===== src/rtl/fare_pkg.sv =====
// Shared types, default tariff constants and saturating fare arithmetic for the fare meter.
package fare_pkg;

    localparam int unsigned COST_W = 16;
    localparam int unsigned SUM_W  = COST_W + 1;

    localparam int unsigned DEF_BASE_FARE   = 10;
    localparam int unsigned DEF_BASE_PULSES = 30;
    localparam int unsigned DEF_KM_PULSES   = 10;
    localparam int unsigned DEF_UNIT_PRICE  = 2;
    localparam int unsigned DEF_WAIT_TICKS  = 50_000_000;
    localparam int unsigned DEF_WAIT_PRICE  = 1;
    localparam int unsigned DEF_COST_MAX    = 999;

    typedef enum logic [1:0] {
        IDLE = 2'd0,
        RUN  = 2'd1,
        DONE = 2'd2
    } state_t;

    // Add with one spare bit so the sum cannot wrap, then clamp to the ceiling.
    function automatic logic [COST_W-1:0] sat_add(input logic [COST_W-1:0] a,
                                                  input logic [SUM_W-1:0]  inc,
                                                  input logic [SUM_W-1:0]  lim);
        logic [SUM_W-1:0] sum;
        sum = {1'b0, a} + inc;
        return (sum > lim) ? lim[COST_W-1:0] : sum[COST_W-1:0];
    endfunction

endpackage


===== src/rtl/fare_tick_counter.sv =====
// Terminal-count counter: counts inc cycles modulo N, tc marks the inc that wraps it.
module fare_tick_counter
    import fare_pkg::*;
#(
    parameter int unsigned N = 10,
    parameter int unsigned W = 4
) (
    input  logic clk,
    input  logic rst,
    input  logic inc,
    input  logic clr,
    output logic tc
);

    localparam logic [W-1:0] LAST = W'(N - 1);

    logic [W-1:0] cnt;

    // tc is combinational so the charge lands on the same edge as the wrapping inc.
    assign tc = inc && !clr && (cnt == LAST);

    // Count register; clear wins over increment.
    always_ff @(posedge clk or posedge rst) begin
        if (rst) begin
            cnt <= '0;
        end else if (clr) begin
            cnt <= '0;
        end else if (inc) begin
            cnt <= (cnt == LAST) ? '0 : cnt + W'(1);
        end
    end

endmodule


===== src/rtl/fare_meter.sv =====
// Trip fare accumulator: base fare, per-distance charges, waiting charges, saturating cost.
module fare_meter
    import fare_pkg::*;
#(
    parameter int unsigned BASE_FARE   = DEF_BASE_FARE,
    parameter int unsigned BASE_PULSES = DEF_BASE_PULSES,
    parameter int unsigned KM_PULSES   = DEF_KM_PULSES,
    parameter int unsigned UNIT_PRICE  = DEF_UNIT_PRICE,
    parameter int unsigned WAIT_TICKS  = DEF_WAIT_TICKS,
    parameter int unsigned WAIT_PRICE  = DEF_WAIT_PRICE,
    parameter int unsigned COST_MAX    = DEF_COST_MAX
) (
    input  logic              clk,
    input  logic              rst,
    input  logic              start,
    input  logic              stop,
    input  logic              clear,
    input  logic              dist_pulse,
    output logic [COST_W-1:0] cost,
    output logic [COST_W-1:0] distance,
    output logic              running,
    output logic              done
);

    localparam int unsigned       WAIT_W    = $clog2(WAIT_TICKS);
    localparam int unsigned       KM_W      = $clog2(KM_PULSES) + 1;
    localparam logic [SUM_W-1:0]  COST_LIM  = SUM_W'(COST_MAX);
    localparam logic [SUM_W-1:0]  BASE_P    = SUM_W'(BASE_PULSES);
    localparam logic [COST_W-1:0] BASE_COST =
        COST_W'((BASE_FARE < COST_MAX) ? BASE_FARE : COST_MAX);
    localparam logic [COST_W-1:0] DIST_MAX  = '1;

    state_t           state;
    logic             load;
    logic             run_act;
    logic             km_inc;
    logic             km_clr;
    logic             km_tc;
    logic             wait_inc;
    logic             wait_clr;
    logic             wait_tc;
    logic [SUM_W-1:0] charge_inc;

    // Strobe decode in priority order: clear, stop, start, then pulse/wait charging.
    always_comb begin
        load       = !clear && start && (state == IDLE || state == DONE);
        run_act    = !clear && !stop && (state == RUN);
        km_inc     = run_act && dist_pulse && ({1'b0, distance} >= BASE_P);
        km_clr     = clear || load;
        wait_inc   = run_act && !dist_pulse;
        wait_clr   = clear || load || (run_act && dist_pulse);
        charge_inc = km_tc ? SUM_W'(UNIT_PRICE) : SUM_W'(WAIT_PRICE);
    end

    fare_tick_counter #(.N(KM_PULSES), .W(KM_W)) u_km_div (
        .clk (clk),
        .rst (rst),
        .inc (km_inc),
        .clr (km_clr),
        .tc  (km_tc)
    );

    fare_tick_counter #(.N(WAIT_TICKS), .W(WAIT_W)) u_wait_tmr (
        .clk (clk),
        .rst (rst),
        .inc (wait_inc),
        .clr (wait_clr),
        .tc  (wait_tc)
    );

    // Trip FSM with registered fare, distance and status outputs.
    always_ff @(posedge clk or posedge rst) begin
        if (rst) begin
            state    <= IDLE;
            cost     <= '0;
            distance <= '0;
            running  <= 1'b0;
            done     <= 1'b0;
        end else if (clear) begin
            state    <= IDLE;
            cost     <= '0;
            distance <= '0;
            running  <= 1'b0;
            done     <= 1'b0;
        end else begin
            case (state)
                IDLE, DONE: begin
                    if (start) begin
                        state    <= RUN;
                        cost     <= BASE_COST;
                        distance <= '0;
                        running  <= 1'b1;
                        done     <= 1'b0;
                    end
                end
                RUN: begin
                    if (stop) begin
                        state   <= DONE;
                        running <= 1'b0;
                        done    <= 1'b1;
                    end else begin
                        if (dist_pulse && distance != DIST_MAX) begin
                            distance <= distance + COST_W'(1);
                        end
                        if (km_tc || wait_tc) begin
                            cost <= sat_add(cost, charge_inc, COST_LIM);
                        end
                    end
                end
                default: begin
                    state    <= IDLE;
                    cost     <= '0;
                    distance <= '0;
                    running  <= 1'b0;
                    done     <= 1'b0;
                end
            endcase
        end
    end

endmodule


===== config.mk =====
export PLATFORM = sky130hd
export DESIGN_NAME = fare_meter
export DESIGN_NICKNAME = d
export VERILOG_FILES = /design/src/rtl/fare_pkg.sv /design/src/rtl/fare_tick_counter.sv /design/src/rtl/fare_meter.sv
export SDC_FILE = /design/constraint.sdc
export NUM_CORES = 1
export LEC_CHECK = 0
export BUFFER_PORTS_ARGS = -buffer_cell sky130_fd_sc_hd__buf_2
export CORE_MARGIN = 10
export CORE_UTILIZATION = 55
export DETAILED_ROUTE_END_ITERATION = 16
export HOLD_SLACK_MARGIN = 0.12
export PLACE_DENSITY = 0.71
export SLEW_MARGIN = 5
export SYNTH_ARGS = -nofsm -noshare
export SYNTH_HDL_FRONTEND = slang
export SYNTH_SLANG_ARGS = --single-unit

===== constraint.sdc =====
create_clock -name clk -period 5.2 [get_ports clk]
set_clock_uncertainty 0.2 [all_clocks]
set_input_delay 1.56 -clock clk [delete_from_list [all_inputs] [get_ports clk]]
set_output_delay 1.56 -clock clk [all_outputs]
set_load 0.03 [all_outputs]

# Word level (Yosys, flattened, before mapping)
# Index checks and enable logic that the tools add are counted.
# word_totals
out_inout_bits	34
ff_bits	67
wordCells	81
inputBits	6
# classes
add_sub_neg	4
n_reduce_logical	28
order_cmp	2
mux	30
n_eq_ne	10
# op_table
cell	count
$mux W16	9
$mux W26	3
$pmux W16 S2	2
$add A26 B1 Y26 const B	1
$eq A26 B26 Y1 const B	1
$add A16 B2 Y17	1
$gt A17 B10 Y1 const B	1
$add A16 B1 Y16 const B	1
$ge A16 B5 Y1 const B	1
$ne A16 B16 Y1 const B	1
$mux W5	3
$logic_and A1 B1 Y1	12
$ne A3 B3 Y1 const B	3
$mux W2	4
$mux W1	6
$ne A3 B2 Y1 const B	2
$reduce_and A3 Y1	2
$add A5 B1 Y5 const B	1
$eq A5 B4 Y1 const B	1
$logic_not A1 Y1	5
$logic_or A1 B1 Y1	4
$pmux W1 S2	2
$pmux W2 S2	1
$reduce_bool A2 Y1	2
other kinds (5)	5

# Logic depth before layout (Yosys ltp)
# logic_depth
word_depth	15
depth_mapped	14
depth_no_buf	14

# Hierarchy
# Synthesis repeated with hierarchy kept, for this count alone.
# unflattened
hier_cells	477
hier_area_um2	4105.2
# by_module_without_submodules
mod	n_inst	seq_area_each_um2	area_per_inst_um2	cells_each
fare_meter	1	850.8	2069.5	234
fare_tick_counter (u_wait_tmr)	1	650.6	1754.2	211
fare_tick_counter (u_km_div)	1	125.1	281.5	32

# Worst setup path before layout
# Ideal clock, no wire load.
# synth_timing
kind	input port to flip-flop
start	in stop
end	reg cost[1]
setup_slack_ns	0.235
cell_stages	12
setup_ns	0.126
t_arrival_ns	4.639
n_path_buf	0
t_required_ns	4.874
cell_sequence	nor3b_1 > nand3b_1 > a211oi_2 > inv_1 > ha_1 > fa_1 > nand3_1 > or3_1 > o311ai_1 > o2111a_4 > or4_1 > a221o_1
# synth_via
elab_chain_len	15
word_cells_on_any_way	24
classes_between	add/sub (1); order compare (1); eq/ne (2); mux (6); reduce/logical (14)
# synth_lines
element	line_no	rtl
start: declaration	fare_meter.sv:16	input logic stop,
$logic_not A1 Y1	fare_meter.sv:47	run_act = !clear && !stop && (state == RUN);
$logic_and A1 B1 Y1 (2 in a row)	fare_meter.sv:47	
$logic_and A1 B1 Y1	fare_meter.sv:48, fare_meter.sv:51	
$logic_and A1 B1 Y1	fare_meter.sv:48	km_inc = run_act && dist_pulse && ({1'b0, distance} >= BASE_P);
$logic_and A1 B1 Y1 (2 in a row)	fare_tick_counter.sv:20	assign tc = inc && !clr && (cnt == LAST);
$mux W2	fare_meter.sv:52	charge_inc = km_tc ? SUM_W'(UNIT_PRICE) : SUM_W'(WAIT_PRICE);
$add A16 B2 Y17	fare_pkg.sv:26	sum = {1'b0, a} + inc;
$gt A17 B10 Y1	fare_pkg.sv:27	return (sum > lim) ? lim[COST_W-1:0] : sum[COST_W-1:0];
$mux W16	fare_pkg.sv:27	
$mux W16	fare_meter.sv:105	if (km_tc || wait_tc) begin
$mux W16	fare_meter.sv:97	if (stop) begin
$pmux W16 S2	fare_meter.sv:86	case (state)
$mux W16	fare_meter.sv:79	end else if (clear) begin
end signal: assignment	fare_meter.sv:106	cost <= sat_add(cost, charge_inc, COST_LIM);
end: declaration	fare_meter.sv:19	output logic [COST_W-1:0] cost,
# Parallel ways exist; a longest one is shown, timed or not. The select of a mux whose other input is x is not followed.
# A chain may end at the register's enable or synchronous reset.

# Worst setup path after layout
# Ends and elaborated chain as after synthesis.

==> run summary <==
H-tree levels: 3
CTS Buf Count: 9
Seq cells post-synth: 65
Peak VDD IR: 0.120 mV
Vias in the first global route: 3301
WP data arrival: 4.72 ns
Clk sinks: 65
Mapped Nets: 451
Largest net degree at the start of global routing: 44
Mapped Avg Cell Area: 8.89 um2
Final core occ: 64.4%
Die ar.: 0.0108 mm2
Via Count: 3533
Synth area leaders: dfrtp_1 (42%), o21ai_0 (4.9%), nor2_1 (4.2%)
Max Transition Viols Final: 0
Post-synth EDFFs: 0
CP startpoint kind: primary input
Cell variety after synth: 67
Syn Std Cell Area: 0.00389 mm2
CTS tree: done
Post-DP HPWL: 6.75 mm
Root Buffer: clkbuf_8
Post-Route WL: 9.44 mm
Grt ovf: 0
CP endpoint kind: register
Kind of critical path: primary input to register
CTS max path bufs: 2
Fin area: 0.00440 mm2
DIE HEIGHT: 104 um
Post-route ant nets: 0
Num rows: 30
Actual slew at the worst max-slew pin: 1.13 ns
Hold-fix buffers at CTS: 0
Iteration-0 DRC Markers: 238
Final TNS setup: 0 ns
Max-cap violations: 0
Worst Hold Class: register to register
Net Switching: 0.253 mW
RSZ-0062 raised after global routing: false
Status: completed
Switching Share: 25.2%
Fin cells: 580
Total GRT Usage: 17.5%
Remaining DRCs: 0
Min Tclk post-route: 4.69 ns
WL/cell: 16.3 um
Seq. cell area: 0.00163 mm2
LEAKAGE: 1.92 nW
Final setup viols: 0
Most frequent cell after synthesis: dfrtp_1
Normalized max-slew margin: 25.0%
CORE AREA: 0.00683 mm2
Combinational Power Share: 7.0%
Drt via density: 6.09
Area of the multi-input gates: 0.00215 mm2
Fin crit share: 90.1%
Register area share after synthesis: 41.9%
Dpl cells: 564
Die W: 104 um
Fmax: 213 MHz
Worst-Skew Late Latency: 0.35 ns
Diodes inserted: 0
Clock power frac: 41.5%
Area Growth Syn to Fin: 13.2%
Post-Syn Instances: 437
Initial Util: 56.9%
PD cells: 228 mW/mm2
Main synth FF type: dfrtp_1
Critical path data required time: 5.23 ns
Post-CTS Setup Inserts: 0
Pre-antenna DRT Iters: 5
Power Internal: 0.749 mW
Fin. Hold Viols: 0
Post-synth ARST share: 100%
Dominant cell type by area after synthesis: dfrtp_1
Boundary pin count: 40
Share of cells above drive strength 1: 16.3%
Total Power: 1.00 mW
Crit Path Max Fanout: 9
Placer Congestion: 0.915
Resize count post-CTS: 0
Initial antenna violation count: 0
Yosys Warn Count: 0
Share of the synthesized area in the top cell type: 41.9%
Fillers: 619
Final #Nets: 493
Reg power frac: 51.5%
Port Buffers: 39
Global-route wire length before repair: 16.1 mm
Clock slew at reported path FFs: 0.07 ns
Area post-placement: 0.00421 mm2
Post-synth top cells: dfrtp_1 (65), nor2_1 (43), o21ai_0 (38), nand2_1 (35), nand3_1 (27)
final cells by class:
type                       count  area share (%)
clock buffer                  11            2.99
clock inverter                 5            1.28
inverter                      13            1.11
multi-input combinational    342            48.9
sequential                    65            37.0
tap                           96            2.73
timing repair buffer          48            5.97
layer usage:
metal	share of wire (%)	vias to the layer above	routed length (um)	global-route usage, %
met5	0	-	0	0
met4	2.0	0	193	6.66
met3	5.1	21	482	3.97
met2	49	101	4630	29.1
met1	44	1693	4140	21.7
li1	-	1718	-	-
critical path, stage by stage:
cell	delay [ns]
buf_2	0.12
nor3b_1	0.26
nand3b_1	0.16
a211oi_2	0.24
inv_1	0.07
ha_1	0.23
fa_1	0.45
nand4_1	0.24
xnor2_1	0.12
a31o_1	0.26
o2111a_4	0.17
or4_1	0.52
a221o_1	0.31
path summary, 6_finish.rpt:
path	start	cells after the start	slack, ns	to
setup / recovery	stop	13	0.51	cost[1]$_DFFE_PP0P_
hold / removal	u_wait_tmr.cnt[15]$_DFFE_PP0P_	1	0.28	u_wait_tmr.cnt[15]$_DFFE_PP0P_
setup reg to reg	running$_DFFE_PP0P_	12	1.28	cost[1]$_DFFE_PP0P_
hold reg to reg	u_wait_tmr.cnt[15]$_DFFE_PP0P_	1	0.28	u_wait_tmr.cnt[15]$_DFFE_PP0P_
max in group asynchronous	rst	3	2.73	u_wait_tmr.cnt[8]$_DFFE_PP0P_
min in group asynchronous	rst	2	1.21	distance[3]$_DFFE_PP0P_
flip-flops by register name (all words and copies together) (netlist names):
register and flops:
distance 16, u_wait_tmr.cnt 26, running 1, done 1, cost 16, u_km_div.cnt 5
kinds of logic after synthesis:
logic type	after synthesis	synth area share [%]
AND/OR/NAND/NOR	204	28.4
adder cells (fa/ha/maj)	8	2.77
multiplexers	1	0.258
buffers and inverters	30	3.22
flip-flops	65	41.9
XOR/XNOR	18	4.06
AO/OA/AOI/OAI	111	19.4
stage by stage:
| stage | setup WS [ns] | hold WS, ns |
|---|---|---|
| detailed placement | 0.199 | 0.261 |
| floorplan | 0.235 | 0.239 |
| global placement | 0.285 | 0.253 |
| CTS | 0.547 | 0.273 |
| global route | 0.291 | 0.314 |
| finish | 0.515 | 0.277 |
power by group through the flow:
stage	registers (mW)	logic, mW	clock network [mW]
4_1_cts	0.516	0.0714	0.429
3_3_place_gp	0.525	0.0706	0
3_5_place_dp	0.525	0.0713	0
6_report	0.516	0.0704	0.416
5_1_grt	0.516	0.0790	0.451
2_1_floorplan	0.529	0.0438	0
cells in the final DEF (no fill, tap or decap), types with 12 or more instances in the layout:
cell | Yosys | routed
dfrtp_1 | 65 | 65
nor2_1 | 43 | 43
buf_2 | 4 | 39
o21ai_0 | 38 | 38
nand2_1 | 35 | 35
nand3_1 | 27 | 27
nand4_1 | 13 | 13
nor3_1 | 14 | 13
a21oi_1 | 12 | 12
inv_1 | 13 | 12
Note: power is estimated with default switching activity, not from simulation.
